==> src/rtl/spi_ctrl_pkg.sv <==
// Shared types and constants for the SPI multiplier command sequencer.
package spi_ctrl_pkg;

    localparam int OPC_MSB = 15;
    localparam int OPC_LSB = 12;

    localparam int STAT_BUSY    = 0;
    localparam int STAT_DONE    = 1;
    localparam int STAT_ERR     = 2;
    localparam int STAT_TIMEOUT = 3;
    localparam int STAT_ILLEGAL = 4;

    typedef enum logic [3:0] {
        OPC_NONE    = 4'd0,
        OPC_WR_A    = 4'd1,
        OPC_WR_B    = 4'd2,
        OPC_START   = 4'd3,
        OPC_RD_LO   = 4'd4,
        OPC_RD_HI   = 4'd5,
        OPC_RD_STAT = 4'd6,
        OPC_CLR_ERR = 4'd7
    } opcode_e;

    typedef enum logic [1:0] {
        S_IDLE = 2'd0,
        S_DATA = 2'd1,
        S_EXEC = 2'd2,
        S_BUSY = 2'd3
    } state_e;

    function automatic logic [15:0] pack_status(
        input logic busy,
        input logic done,
        input logic err,
        input logic timeout,
        input logic illegal
    );
        logic [15:0] s;
        s               = 16'h0000;
        s[STAT_BUSY]    = busy;
        s[STAT_DONE]    = done;
        s[STAT_ERR]     = err;
        s[STAT_TIMEOUT] = timeout;
        s[STAT_ILLEGAL] = illegal;
        return s;
    endfunction

endpackage

==> src/rtl/spi_ctrl_timeout.sv <==
// Multiply watchdog: counts enabled cycles and flags when TIMEOUT_CYCLES is reached.
module spi_ctrl_timeout
    import spi_ctrl_pkg::*;
#(
    parameter int TIMEOUT_CYCLES = 64,
    parameter int CNT_W          = 7
) (
    input  logic clk,
    input  logic reset,
    input  logic clr,
    input  logic en,
    output logic expired
);

    logic [CNT_W-1:0] cnt_r;

    assign expired = (cnt_r == CNT_W'(TIMEOUT_CYCLES));

    // Cycle counter; holds once expired so it can never wrap back to zero.
    always_ff @(posedge clk or negedge reset) begin
        if (!reset) begin
            cnt_r <= {CNT_W{1'b0}};
        end else if (clr) begin
            cnt_r <= {CNT_W{1'b0}};
        end else if (en && !expired) begin
            cnt_r <= cnt_r + CNT_W'(1);
        end else begin
            cnt_r <= cnt_r;
        end
    end

endmodule

==> src/rtl/spi_mult_ctrl.sv <==
// SPI command sequencer for the 16x16 multiplier.
// Optional SPI_CTRL_AUTOSTART_EN: a completed WR_B data frame implies START.
module spi_mult_ctrl
    import spi_ctrl_pkg::*;
#(
    parameter int DATA_WIDTH     = 16,
    parameter int TIMEOUT_CYCLES = 64,
    parameter int CNT_W          = 7
) (
    input  logic                    clk,
    input  logic                    reset,
    input  logic                    spi_rx_valid,
    input  logic [DATA_WIDTH-1:0]   spi_rx_data,
    input  logic                    spi_tx_done,
    output logic                    spi_start,
    output logic [DATA_WIDTH-1:0]   spi_tx_data,
    output logic [DATA_WIDTH-1:0]   mult_a,
    output logic [DATA_WIDTH-1:0]   mult_b,
    output logic                    mult_start,
    input  logic                    mult_done,
    input  logic [2*DATA_WIDTH-1:0] mult_result,
    output logic                    busy,
    output logic                    err
);

    state_e                  state_r;
    logic [3:0]              opcode_r;
    logic [2*DATA_WIDTH-1:0] result_r;
    logic                    done_r;
    logic                    timeout_r;
    logic                    illegal_r;

    logic [3:0]              rx_opc_s;
    logic [DATA_WIDTH-1:0]   status_s;
    logic                    tmr_clr_s;
    logic                    tmr_en_s;
    logic                    expired_s;
    logic                    unused_tx_done_s;

    assign rx_opc_s  = spi_rx_data[OPC_MSB:OPC_LSB];
    assign status_s  = DATA_WIDTH'(pack_status(busy, done_r, err, timeout_r, illegal_r));
    assign tmr_clr_s = (state_r == S_EXEC);
    assign tmr_en_s  = (state_r == S_BUSY);
    // The end of a MISO frame carries no state; the read value simply stays loaded.
    assign unused_tx_done_s = spi_tx_done;

    spi_ctrl_timeout #(
        .TIMEOUT_CYCLES (TIMEOUT_CYCLES),
        .CNT_W          (CNT_W)
    ) u_timeout (
        .clk     (clk),
        .reset   (reset),
        .clr     (tmr_clr_s),
        .en      (tmr_en_s),
        .expired (expired_s)
    );

    // Command FSM with all outputs registered.
    always_ff @(posedge clk or negedge reset) begin
        if (!reset) begin
            state_r     <= S_IDLE;
            opcode_r    <= 4'd0;
            result_r    <= {(2*DATA_WIDTH){1'b0}};
            done_r      <= 1'b0;
            timeout_r   <= 1'b0;
            illegal_r   <= 1'b0;
            spi_start   <= 1'b0;
            spi_tx_data <= {DATA_WIDTH{1'b0}};
            mult_a      <= {DATA_WIDTH{1'b0}};
            mult_b      <= {DATA_WIDTH{1'b0}};
            mult_start  <= 1'b0;
            busy        <= 1'b0;
            err         <= 1'b0;
        end else begin
            mult_start <= 1'b0;
            spi_start  <= 1'b1;
            case (state_r)
                S_IDLE: begin
                    if (spi_rx_valid) begin
                        opcode_r <= rx_opc_s;
                        case (rx_opc_s)
                            OPC_WR_A, OPC_WR_B: state_r <= S_DATA;
                            default: begin
                                state_r   <= S_EXEC;
                                spi_start <= 1'b0;
                            end
                        endcase
                    end else begin
                        state_r <= S_IDLE;
                    end
                end
                S_DATA: begin
                    if (spi_rx_valid) begin
                        if (opcode_r == OPC_WR_A) begin
                            mult_a <= spi_rx_data;
                        end else begin
                            mult_b <= spi_rx_data;
                        end
`ifdef SPI_CTRL_AUTOSTART_EN
                        if (opcode_r == OPC_WR_B) begin
                            opcode_r  <= OPC_START;
                            state_r   <= S_EXEC;
                            spi_start <= 1'b0;
                        end else begin
                            state_r <= S_IDLE;
                        end
`else
                        state_r <= S_IDLE;
`endif
                    end else begin
                        state_r <= S_DATA;
                    end
                end
                S_EXEC: begin
                    state_r <= S_IDLE;
                    case (opcode_r)
                        OPC_START: begin
                            mult_start <= 1'b1;
                            busy       <= 1'b1;
                            done_r     <= 1'b0;
                            state_r    <= S_BUSY;
                        end
                        OPC_RD_LO:   spi_tx_data <= result_r[DATA_WIDTH-1:0];
                        OPC_RD_HI:   spi_tx_data <= result_r[2*DATA_WIDTH-1:DATA_WIDTH];
                        OPC_RD_STAT: spi_tx_data <= status_s;
                        OPC_CLR_ERR: begin
                            err       <= 1'b0;
                            timeout_r <= 1'b0;
                            illegal_r <= 1'b0;
                        end
                        OPC_WR_A, OPC_WR_B: state_r <= S_IDLE;
                        default: begin
                            err       <= 1'b1;
                            illegal_r <= 1'b1;
                        end
                    endcase
                end
                S_BUSY: begin
                    // Only status polling is legal while the multiplier runs.
                    if (spi_rx_valid) begin
                        if (rx_opc_s == OPC_RD_STAT) begin
                            spi_tx_data <= status_s;
                        end else begin
                            err       <= 1'b1;
                            illegal_r <= 1'b1;
                        end
                    end
                    if (mult_done) begin
                        result_r <= mult_result;
                        done_r   <= 1'b1;
                        busy     <= 1'b0;
                        state_r  <= S_IDLE;
                    end else if (expired_s) begin
                        timeout_r <= 1'b1;
                        err       <= 1'b1;
                        busy      <= 1'b0;
                        state_r   <= S_IDLE;
                    end else begin
                        state_r <= S_BUSY;
                    end
                end
                default: state_r <= S_IDLE;
            endcase
        end
    end

endmodule

==> config.mk <==
export PLATFORM = sky130hd
export DESIGN_NAME = spi_mult_ctrl
export DESIGN_NICKNAME = d
export VERILOG_FILES = /design/src/rtl/spi_ctrl_pkg.sv /design/src/rtl/spi_ctrl_timeout.sv /design/src/rtl/spi_mult_ctrl.sv
export SDC_FILE = /design/constraint.sdc
export NUM_CORES = 1
export LEC_CHECK = 0
export CAP_MARGIN = 15
export CORE_UTILIZATION = 36
export DETAILED_ROUTE_END_ITERATION = 6
export GPL_ROUTABILITY_DRIVEN = 0
export PLACE_DENSITY = 0.63
export SYNTH_ARGS = -nofsm -noshare
export SYNTH_HDL_FRONTEND = slang
export SYNTH_SLANG_ARGS = --single-unit
export TNS_END_PERCENT = 1
==> constraint.sdc <==
create_clock -name clk -period 3.9 [get_ports clk]
set_clock_uncertainty 0.15 [all_clocks]
set_input_delay 0.975 -clock clk [delete_from_list [all_inputs] [get_ports clk]]
set_output_delay 0.975 -clock clk [all_outputs]
set_load 0.02 [all_outputs]
==> run metrics, run 1 <==
first-pass GRT wire length 15.5 mm; switch share 33.3%; core area 0.0114 mm2; Power Dens Cells 759 mW/mm2; Vias/cell 5.14; Rel. slew slack 48.2%; post-synth cell types 43; share of the synthesized area in the top cell type 59.4%; post-synthesis async set-or-reset flop share 100%; hold buffer count at CTS 0; starting density of the core 36.9%; top cell type by total area after synthesis dfrtp_1; DRT antenna net count 0; largest net degree at the start of global routing 62; flops & latches, synth 100; final hold vios 0; leakage power total 2.42 nW; CTS Buf Count 9; clk sinks 100; critical path startpoint category primary input; sequential area share after synthesis 59.4%; Final nets 471; Vias 2890; crit path kind in -> reg; Fillers 1052; vias in the first global route 2985; Comb power frac 38.0%; max-cap violations 0; CTS tree yes; PortBufs 103; Die Ht 110 um; die width 110 um; H-Tree Depth 3; CP required 3.98 ns; most common cell after layout, fill and taps aside clkdlybuf4s50_1; fin crit period 2.58 ns; CP Data Arrival Time 2.66 ns; Area contributors post-synth dfrtp_1 (59%), mux2_2 (18%), o2bb2ai_1 (2.9%); final core utilization 49.7%; ant diodes 0; Post-CTS Setup Inserts 0; DIE AREA 0.0121 mm2; Post-synth EDFFs 0; Area Overhead vs Synth 34.8%; Final Max Tran Viols 0; Final setup viols 0; achievable frequency 388 MHz; layout cell share with drive strength beyond 1 22.7%; Clock Path Buffers 2; cells after synthesis 311; DRT iter0 DRCs 143; Post-synth top flop dfrtp_1; Rows 39; Seq pwr share 40.9%; most frequent cells in the layout clkdlybuf4s50_1 (102), dfrtp_1 (100), mux2_2 (68), a22oi_1 (16), o2bb2ai_1 (14); clk_lat worst skew 0.35 ns; setup TNS 0 ns; Final HPWL DP 6.44 mm; num ports 105; RSZ-0062 raised after global routing no; syn_nets 366; status complete, no violations; DRC 0; final wirelength 9.56 mm; root buf cell clkbuf_16; Synth warnings 0; total track usage 16.9%; Pre-Repair DR Iteration Count 4; Int Pwr 2.88 mW; Period Utilization, post-route 66.2%; GRT overflow 0; per-cell routed wire length 17.0 um; net switching power 1.44 mW; worst-path fanout max 16; Slew @ Worst Pin 0.777 ns; HP Class reg -> reg; maximum vdd ir drop 0.000369 V; initial antenna violation count 0; synthesized area per cell 13.5 um2; Clk network pwr share 21.1%; critical path endpoint category flip-flop; Worst-path clk slew 0.07 ns; Gates resized, CTS repair 0; cell area after synthesis 0.00421 mm2; Hold Slack 0.325 ns
[registers in the layout (all words and copies together), names as in the netlist]
name             count
spi_tx_data         16
busy                 1
state_r              2
u_timeout.cnt_r      7
opcode_r             4
result_r            32
err                  1
timeout_r            1
done_r               1
mult_b              16
spi_start            1
illegal_r            1
mult_start           1
mult_a              16
[Yosys cell counts (2+ instances only)]
library cell / count
nor2_1: 11
o21ai_0: 2
o221ai_1: 5
o2bb2ai_1: 14
buf_6: 2
nand2_1: 12
a22oi_1: 16
clkbuf_1: 5
nand4_1: 2
or3_1: 2
buf_2: 7
a22o_1: 3
ha_1: 2
nor3_1: 3
nand2b_1: 4
o22ai_1: 4
a21oi_1: 2
mux2i_1: 5
dfrtp_1: 100
mux2_2: 68
nand3_1: 12
inv_1: 8
o211ai_1: 2
[cells by family (layout without fill, tap and decap cells)]
logic type | count (synthesis) | in the layout | synth area share (%)
flops | 100 | 100 | 59.4
mux | 73 | 73 | 19.4
compound gates | 56 | 56 | 10.4
simple gates | 56 | 56 | 7.34
buf+inv | 23 | 131 | 2.70
fa+ha+maj | 2 | 2 | 0.594
xor+xnor | 1 | 1 | 0.208
[per-layer routing]
layer | part of all wire [%] | global-route usage [%] | vias up
met5 | 0 | 0 | -
met4 | 1.3 | 5.64 | 0
li1 | - | - | 1348
met1 | 45 | 21.5 | 1464
met2 | 48 | 27.1 | 69
met3 | 5.9 | 5.82 | 9
[worst paths after layout]
path	from	to	slack [ns]	cells after the start
max in group asynchronous	reset	done_r$_DFFE_PN0P_	2.25	2
setup / recovery	spi_rx_data[14]	spi_tx_data[6]$_DFFE_PN0P_	1.32	5
setup reg to reg	state_r[1]$_DFF_PN0_	mult_a[5]$_DFFE_PN0P_	1.67	5
min in group asynchronous	reset	result_r[3]$_DFFE_PN0P_	0.56	1
hold reg to reg	done_r$_DFFE_PN0P_	done_r$_DFFE_PN0P_	0.32	2
hold / removal	done_r$_DFFE_PN0P_	done_r$_DFFE_PN0P_	0.32	2
[metrics by stage]
stage / instances / instance area, um2 / setup WS, ns / power, mW
after floorplan: 311 / 4210 / 1.63 / 2.70
after global placement: 548 / 5380 / 1.00 / 3.39
after detailed placement: 548 / 5380 / 0.985 / 3.43
after CTS: 562 / 5680 / 1.35 / 4.36
after global routing: 562 / 5680 / 1.25 / 4.57
final: 562 / 5680 / 1.32 / 4.31
[final cells by class]
class                           instances  area [um2]  area share, %
Timing Repair Buffer                  109        1070           18.9
Clock inverter                          3        46.3          0.815
Tap cell                              143         179           3.15
Multi-Input combinational cell        188        1600           28.1
Inverter                                8        30.0          0.529
Clock buffer                           11         253           4.45
Sequential cell                       100        2500           44.1
[power by group through the flow]
| stage | clock network, mW | registers [mW] | logic, mW |
|---|---|---|---|
| after global placement | 0 | 1.76 | 1.64 |
| final | 0.911 | 1.76 | 1.64 |
| after CTS | 0.936 | 1.77 | 1.66 |
| after global routing | 0.973 | 1.82 | 1.77 |
| after detailed placement | 0 | 1.78 | 1.66 |
| after floorplan | 0 | 1.98 | 0.719 |
[critical path, cell delays in order]
cell             delay [ns]
clkdlybuf4s50_1        0.60
and4bb_2               0.30
nand4_1                0.27
and2_4                 0.35
o2bb2ai_1              0.15
Note: power is estimated with default switching activity, not from simulation.
==> run 2: changes to the inputs <==
clock period = 2.5 ns   (was 3.9 ns; I/O delays follow)
==> run 2 against run 1 <==
Compared with the run above: register-to-register slack got worse by 1.2 ns; clock-buffer cell count increased by 1; combinational power up 59%; sequential power up 56%; critical path depth is 4 lower; critical path type is now reg -> out; critical endpoint is now busy; largest power group unchanged; highest routed layer unchanged.
==> run metrics, run 2 (synthesis gave the netlist of run 1 again) <==
status complete, no violations; Slew @ Worst Pin 0.562 ns (-0.215 ns); maximum vdd ir drop 0.000658 V (+79%); Hold Slack 0.0765 ns (-0.248 ns); core area 0.0114 mm2 (unchanged); Final HPWL DP 6.55 mm (+1.7%); Rel. slew slack 62.2% (+14 points); vias in the first global route 3000 (+0.50%); final wirelength 9.58 mm (+0.17%); Worst-path clk slew 0.07 ns (about the same); clk sinks 100 (unchanged); CP Data Arrival Time 1.39 ns (-1.27 ns); Final setup viols 0 (unchanged); total track usage 17.1% (+0.19 points); max-cap violations 0 (unchanged); GRT overflow 0 (unchanged); Die Ht 110 um (unchanged); CTS Buf Count 9 (unchanged); layout cell share with drive strength beyond 1 24.2% (+1.6 points); worst-path fanout max 4 (-12); Vias 2926 (+1.2%); Top delay family on crit path buffers and inverters; R2R setup slack 0.50 ns (-1.17 ns); DRT antenna net count 0 (unchanged); Area Overhead vs Synth 37.8%; critical path endpoint category output port; CP bufs+invs 1 (unchanged); Gates resized, CTS repair 0 (unchanged); HP Class in -> async; Clock Path Buffers 2 (unchanged); Worst R2R Path Depth 4 (-1); H-Tree Depth 3 (unchanged); DP Cell Count 556 (+1.5%); Pre-Repair DR Iteration Count 4 (unchanged); Rows 39 (unchanged); CTS tree yes; CP max stage cell clkdlybuf4s50_1; Period Utilization, post-route 86.7%; most frequent cells in the layout clkdlybuf4s50_1 (102), dfrtp_1 (100), mux2_2 (68), a22oi_1 (16), o2bb2ai_1 (14); Vias/cell 5.12 (-0.52%); Largest register FFs 32 (unchanged); RR Startpoint state_r[0]$_DFF_PN0_; root buf cell clkbuf_16; r2r endpoint spi_tx_data[7]$_DFFE_PN0P_; crit path kind reg -> out; initial antenna violation count 0 (unchanged); DRC 0 (unchanged); leakage power total 2.47 nW (+2.5%); final hold vios 0 (unchanged); Post-CTS Setup Inserts 0 (unchanged); achievable frequency 461 MHz; starting density of the core 36.9% (unchanged); largest net degree at the start of global routing 43 (-31%); first-pass GRT wire length 15.6 mm (+0.67%); DIE AREA 0.0121 mm2 (unchanged); setup TNS 0 ns (unchanged); critical path cell sequence clkdlybuf4s50_1; RSZ-0062 raised after global routing no; CP required 1.73 ns (-2.25 ns); fin crit period 2.17 ns; Final nets 479 (+1.7%); Final Max Tran Viols 0 (unchanged); per-cell routed wire length 16.7 um (-1.6%); PortBufs 103 (unchanged); num ports 105 (unchanged); clk_lat worst skew 0.35 ns (about the same); die width 110 um (unchanged); slowest cell delay on critical path 0.64 ns (+0.04 ns); Power Dens Cells 1170 mW/mm2 (+55%); DRT iter0 DRCs 111 (-22%); most flop-heavy register result_r; Cell Count, Final, Fillers Out 572 (+1.8%); hold buffer count at CTS 0 (unchanged); ant diodes 0 (unchanged); critical path startpoint category flip-flop; most common cell after layout, fill and taps aside clkdlybuf4s50_1
==> run 2: routing by layer <==
layer  up-vias  global-route usage (%)  part of all wire [%]
li1       1370                       -                     -
met1      1482                    22.6                    45
met3         4                    6.58                   6.2
met2        70                    25.9                    48
met5         -                       0                     0
met4         0                    5.36                  0.54
==> run 2: worst max path at each step <==
stage / from / end / slack (ns) / cells past startpoint
2_1_floorplan: spi_rx_data[15] / spi_tx_data[10]$_DFFE_PN0P_ / 0.58 / 6
3_3_place_gp: spi_rx_valid / mult_a[0]$_DFFE_PN0P_ / 0.13 / 5
3_5_place_dp: spi_rx_valid / mult_a[11]$_DFFE_PN0P_ / 0.14 / 5
4_1_cts: busy$_DFFE_PN0P_ / busy / 0.31 / 1
5_1_grt: err$_DFFE_PN0P_ / err / 0.30 / 1
6_report: busy$_DFFE_PN0P_ / busy / 0.33 / 1
==> run 2: layout make-up <==
| type | instances | area [um2] |
|---|---|---|
| Multi-Input combinational cell | 188 | 1600 |
| Tap cell | 143 | 179 |
| Fill cell | 1031 | 5620 |
| Sequential cell | 100 | 2500 |
| Clock buffer | 12 | 256 |
| Inverter | 8 | 30.0 |
| Clock inverter | 4 | 55.1 |
| Timing Repair Buffer | 117 | 1180 |
==> run 2: stage by stage <==
stage	area, um2	setup slack, ns	util [%]	total power [mW]
2_1_floorplan	4210	0.579	-	4.22
3_3_place_gp	5490	0.128	48.1	5.33
3_5_place_dp	5490	0.141	48.1	5.40
4_1_cts	5800	0.307	50.8	6.90
5_1_grt	5800	0.296	50.8	7.23
6_report	5800	0.333	50.8	6.81
==> run 2: where the power goes <==
group / switching (mW) / internal (mW)
sequential: 0.457 / 2.29
combinational: 1.20 / 1.41
clock: 0.610 / 0.838
total: 2.27 / 4.54
==> run 3: changes to the inputs <==
HOLD_SLACK_MARGIN = 0.1   (was unset)
SETUP_SLACK_MARGIN = 0.4   (was unset)
==> run 3 against run 2 <==
Compared with the run above: power about the same; register-to-register slack is essentially flat; via count decreased by 0.65%; first-iteration DRC count increased by 0.90%; hold slack better by 0.26 ns.
==> run metrics, run 3 (synthesis gave the netlist of run 1 again) <==
Power Dens Cells 1170 mW/mm2 (-0.26%); Fillers 1031 (unchanged); Slew @ Worst Pin 0.551 ns (-0.0109 ns); layout cell share with drive strength beyond 1 24.2% (-0.056 points); core area 0.0114 mm2 (unchanged); Vias 2907 (-0.65%); final wirelength 9.55 mm (-0.33%); CTS Buf Count 9 (unchanged); Area Overhead vs Synth 38.0%; DRT iter0 DRCs 112 (+0.90%); root buf cell clkbuf_16; overall power 6.80 mW (about the same); DIE AREA 0.0121 mm2 (unchanged); net switching power 2.27 mW (-0.14%); Rows 39 (unchanged); Worst R2R Path Depth 4 (unchanged); HP Class reg -> reg; most frequent cells in the layout dfrtp_1 (100), clkdlybuf4s50_1 (100), mux2_2 (68), a22oi_1 (16), o2bb2ai_1 (14); Period Utilization, post-route 84.7% (-1.9 points); CP max stage cell clkdlybuf4s50_1; initial antenna violation count 0 (unchanged); worst-path fanout max 2 (-2); crit path kind reg -> out; num ports 105 (unchanged); Final Max Tran Viols 0 (unchanged); most flop-heavy register result_r; status complete, no violations; Pre-Repair DR Iteration Count 4 (unchanged); Clk network pwr share 21.3% (about the same); H-Tree Depth 3 (unchanged); vias in the first global route 3008 (+0.27%); critical path cell sequence clkdlybuf4s50_1; area occupied by multi-input gates 0.00160 mm2 (unchanged); CP bufs+invs 1 (unchanged); Post-CTS Setup Inserts 0 (unchanged); clk_lat worst skew 0.35 ns (about the same); leakage power total 2.48 nW (+0.13%); RSZ-0062 raised after global routing yes; DRC 0 (unchanged); PortBufs 103 (unchanged); total track usage 17.1% (+0.025 points); slowest cell delay on critical path 0.65 ns (about the same); Post-Layout Inst Area 0.00581 mm2 (+0.19%); Vias/cell 5.07 (-0.82%); largest net degree at the start of global routing 43 (unchanged); setup TNS 0 ns (unchanged); Final HPWL DP 6.55 mm (unchanged); Comb power frac 38.3% (about the same); final hold vios 0 (unchanged); achievable frequency 472 MHz (+2.3%); fin crit period 2.12 ns (-0.0487 ns); Top delay family on crit path buffers and inverters; first-pass GRT wire length 15.6 mm (+0.13%); DRT antenna net count 0 (unchanged); cell depth of the worst setup path 1 (unchanged); Final setup viols 0 (unchanged); clk sinks 100 (unchanged); Rel. slew slack 62.9% (+0.73 points); critical path startpoint category flip-flop; max-cap violations 0 (unchanged); starting density of the core 36.9% (unchanged); Int Pwr 4.54 mW (about the same); CTS tree yes; Final nets 480 (+0.21%); switch share 33.3% (about the same); FF/Latch Area 0.00250 mm2 (unchanged); Die Ht 110 um (unchanged); ant diodes 0 (unchanged); CP required 1.73 ns (about the same); maximum vdd ir drop 0.000658 V (about the same); Worst-path clk slew 0.07 ns (about the same); die width 110 um (unchanged); critical path endpoint category output port; CP Data Arrival Time 1.34 ns (-0.05 ns); Clock Path Buffers 2 (unchanged); Seq pwr share 40.4% (about the same); hold depth 1; Placement Cell Area 0.00549 mm2 (unchanged); Largest register FFs 32 (unchanged); GRT overflow 0 (unchanged); per-cell routed wire length 16.7 um (-0.51%)
[run 3: changes by cell type in the layout (fill, tap and decap cells not counted), sizes merged]
cell | before | now
dlymetal6s2s | 0 | 1
clkdlybuf4s50 | 102 | 100
dlygate4sd3 | 0 | 1
dlygate4sd2 | 0 | 1
[run 3: path summary, 6_finish.rpt]
kind                                        startpoint                           to  slack [ns]
setup / recovery                mult_a[12]$_DFFE_PN0P_                   mult_a[12]        0.38
hold / removal             spi_tx_data[10]$_DFFE_PN0P_  spi_tx_data[10]$_DFFE_PN0P_        0.34
setup reg to reg                  state_r[0]$_DFF_PN0_   spi_tx_data[7]$_DFFE_PN0P_        0.50
hold reg to reg            spi_tx_data[10]$_DFFE_PN0P_  spi_tx_data[10]$_DFFE_PN0P_        0.34
max in group asynchronous                        reset     result_r[28]$_DFFE_PN0P_        0.87
min in group asynchronous                        reset     result_r[17]$_DFFE_PN0P_        0.62
[run 3: timing repair]
item	CTS	global route
hold buffers	1	0
setup endpoints to repair	34	54
gates resized for setup	1	1
endpoints found under the hold margin	33	0
[run 3: worst register-to-register path, stage by stage (launching register included)]
cell and delay, ns:
dfrtp_1 0.52, nand2b_1 0.24, or3b_4 0.56, and2_4 0.26, o2bb2ai_1 0.15
[run 3: layer usage]
| metal | share of wire, % | global-route usage (%) | wire, um | up-vias |
|---|---|---|---|---|
| met5 | 0 | 0 | 0 | - |
| met4 | 0.57 | 5.36 | 54 | 0 |
| met3 | 6.2 | 6.70 | 593 | 5 |
| met2 | 48 | 25.9 | 4620 | 63 |
| met1 | 45 | 22.6 | 4280 | 1464 |
| li1 | - | - | - | 1375 |
[run 3: per-stage QoR]
stage	hold slack [ns]	std cells	utilization, %	setup WS [ns]
after global placement	0.314	556	48.1	0.128
after global routing	0.354	573	50.9	0.315
after floorplan	0.179	311	-	0.579
after CTS	0.348	573	50.9	0.331
final	0.340	573	50.9	0.381
after detailed placement	0.327	556	48.1	0.141
[run 3: power groups by stage]
stage                     combinational (mW)  clock [mW]  sequential (mW)
after floorplan                         1.12           0             3.10
after global placement                  2.58           0             2.74
after detailed placement                2.63           0             2.77
after CTS                               2.65        1.50             2.75
after global routing                    2.82        1.57             2.84
final                                   2.61        1.45             2.75
[run 3: area by class of cell]
cell class | instances | share of cell area, %
clock buffer | 12 | 4.41
clock inverter | 4 | 0.947
inverter | 8 | 0.517
multi-input combinational | 188 | 27.4
sequential | 100 | 43.0
tap | 143 | 3.08
timing repair buffer | 118 | 20.6
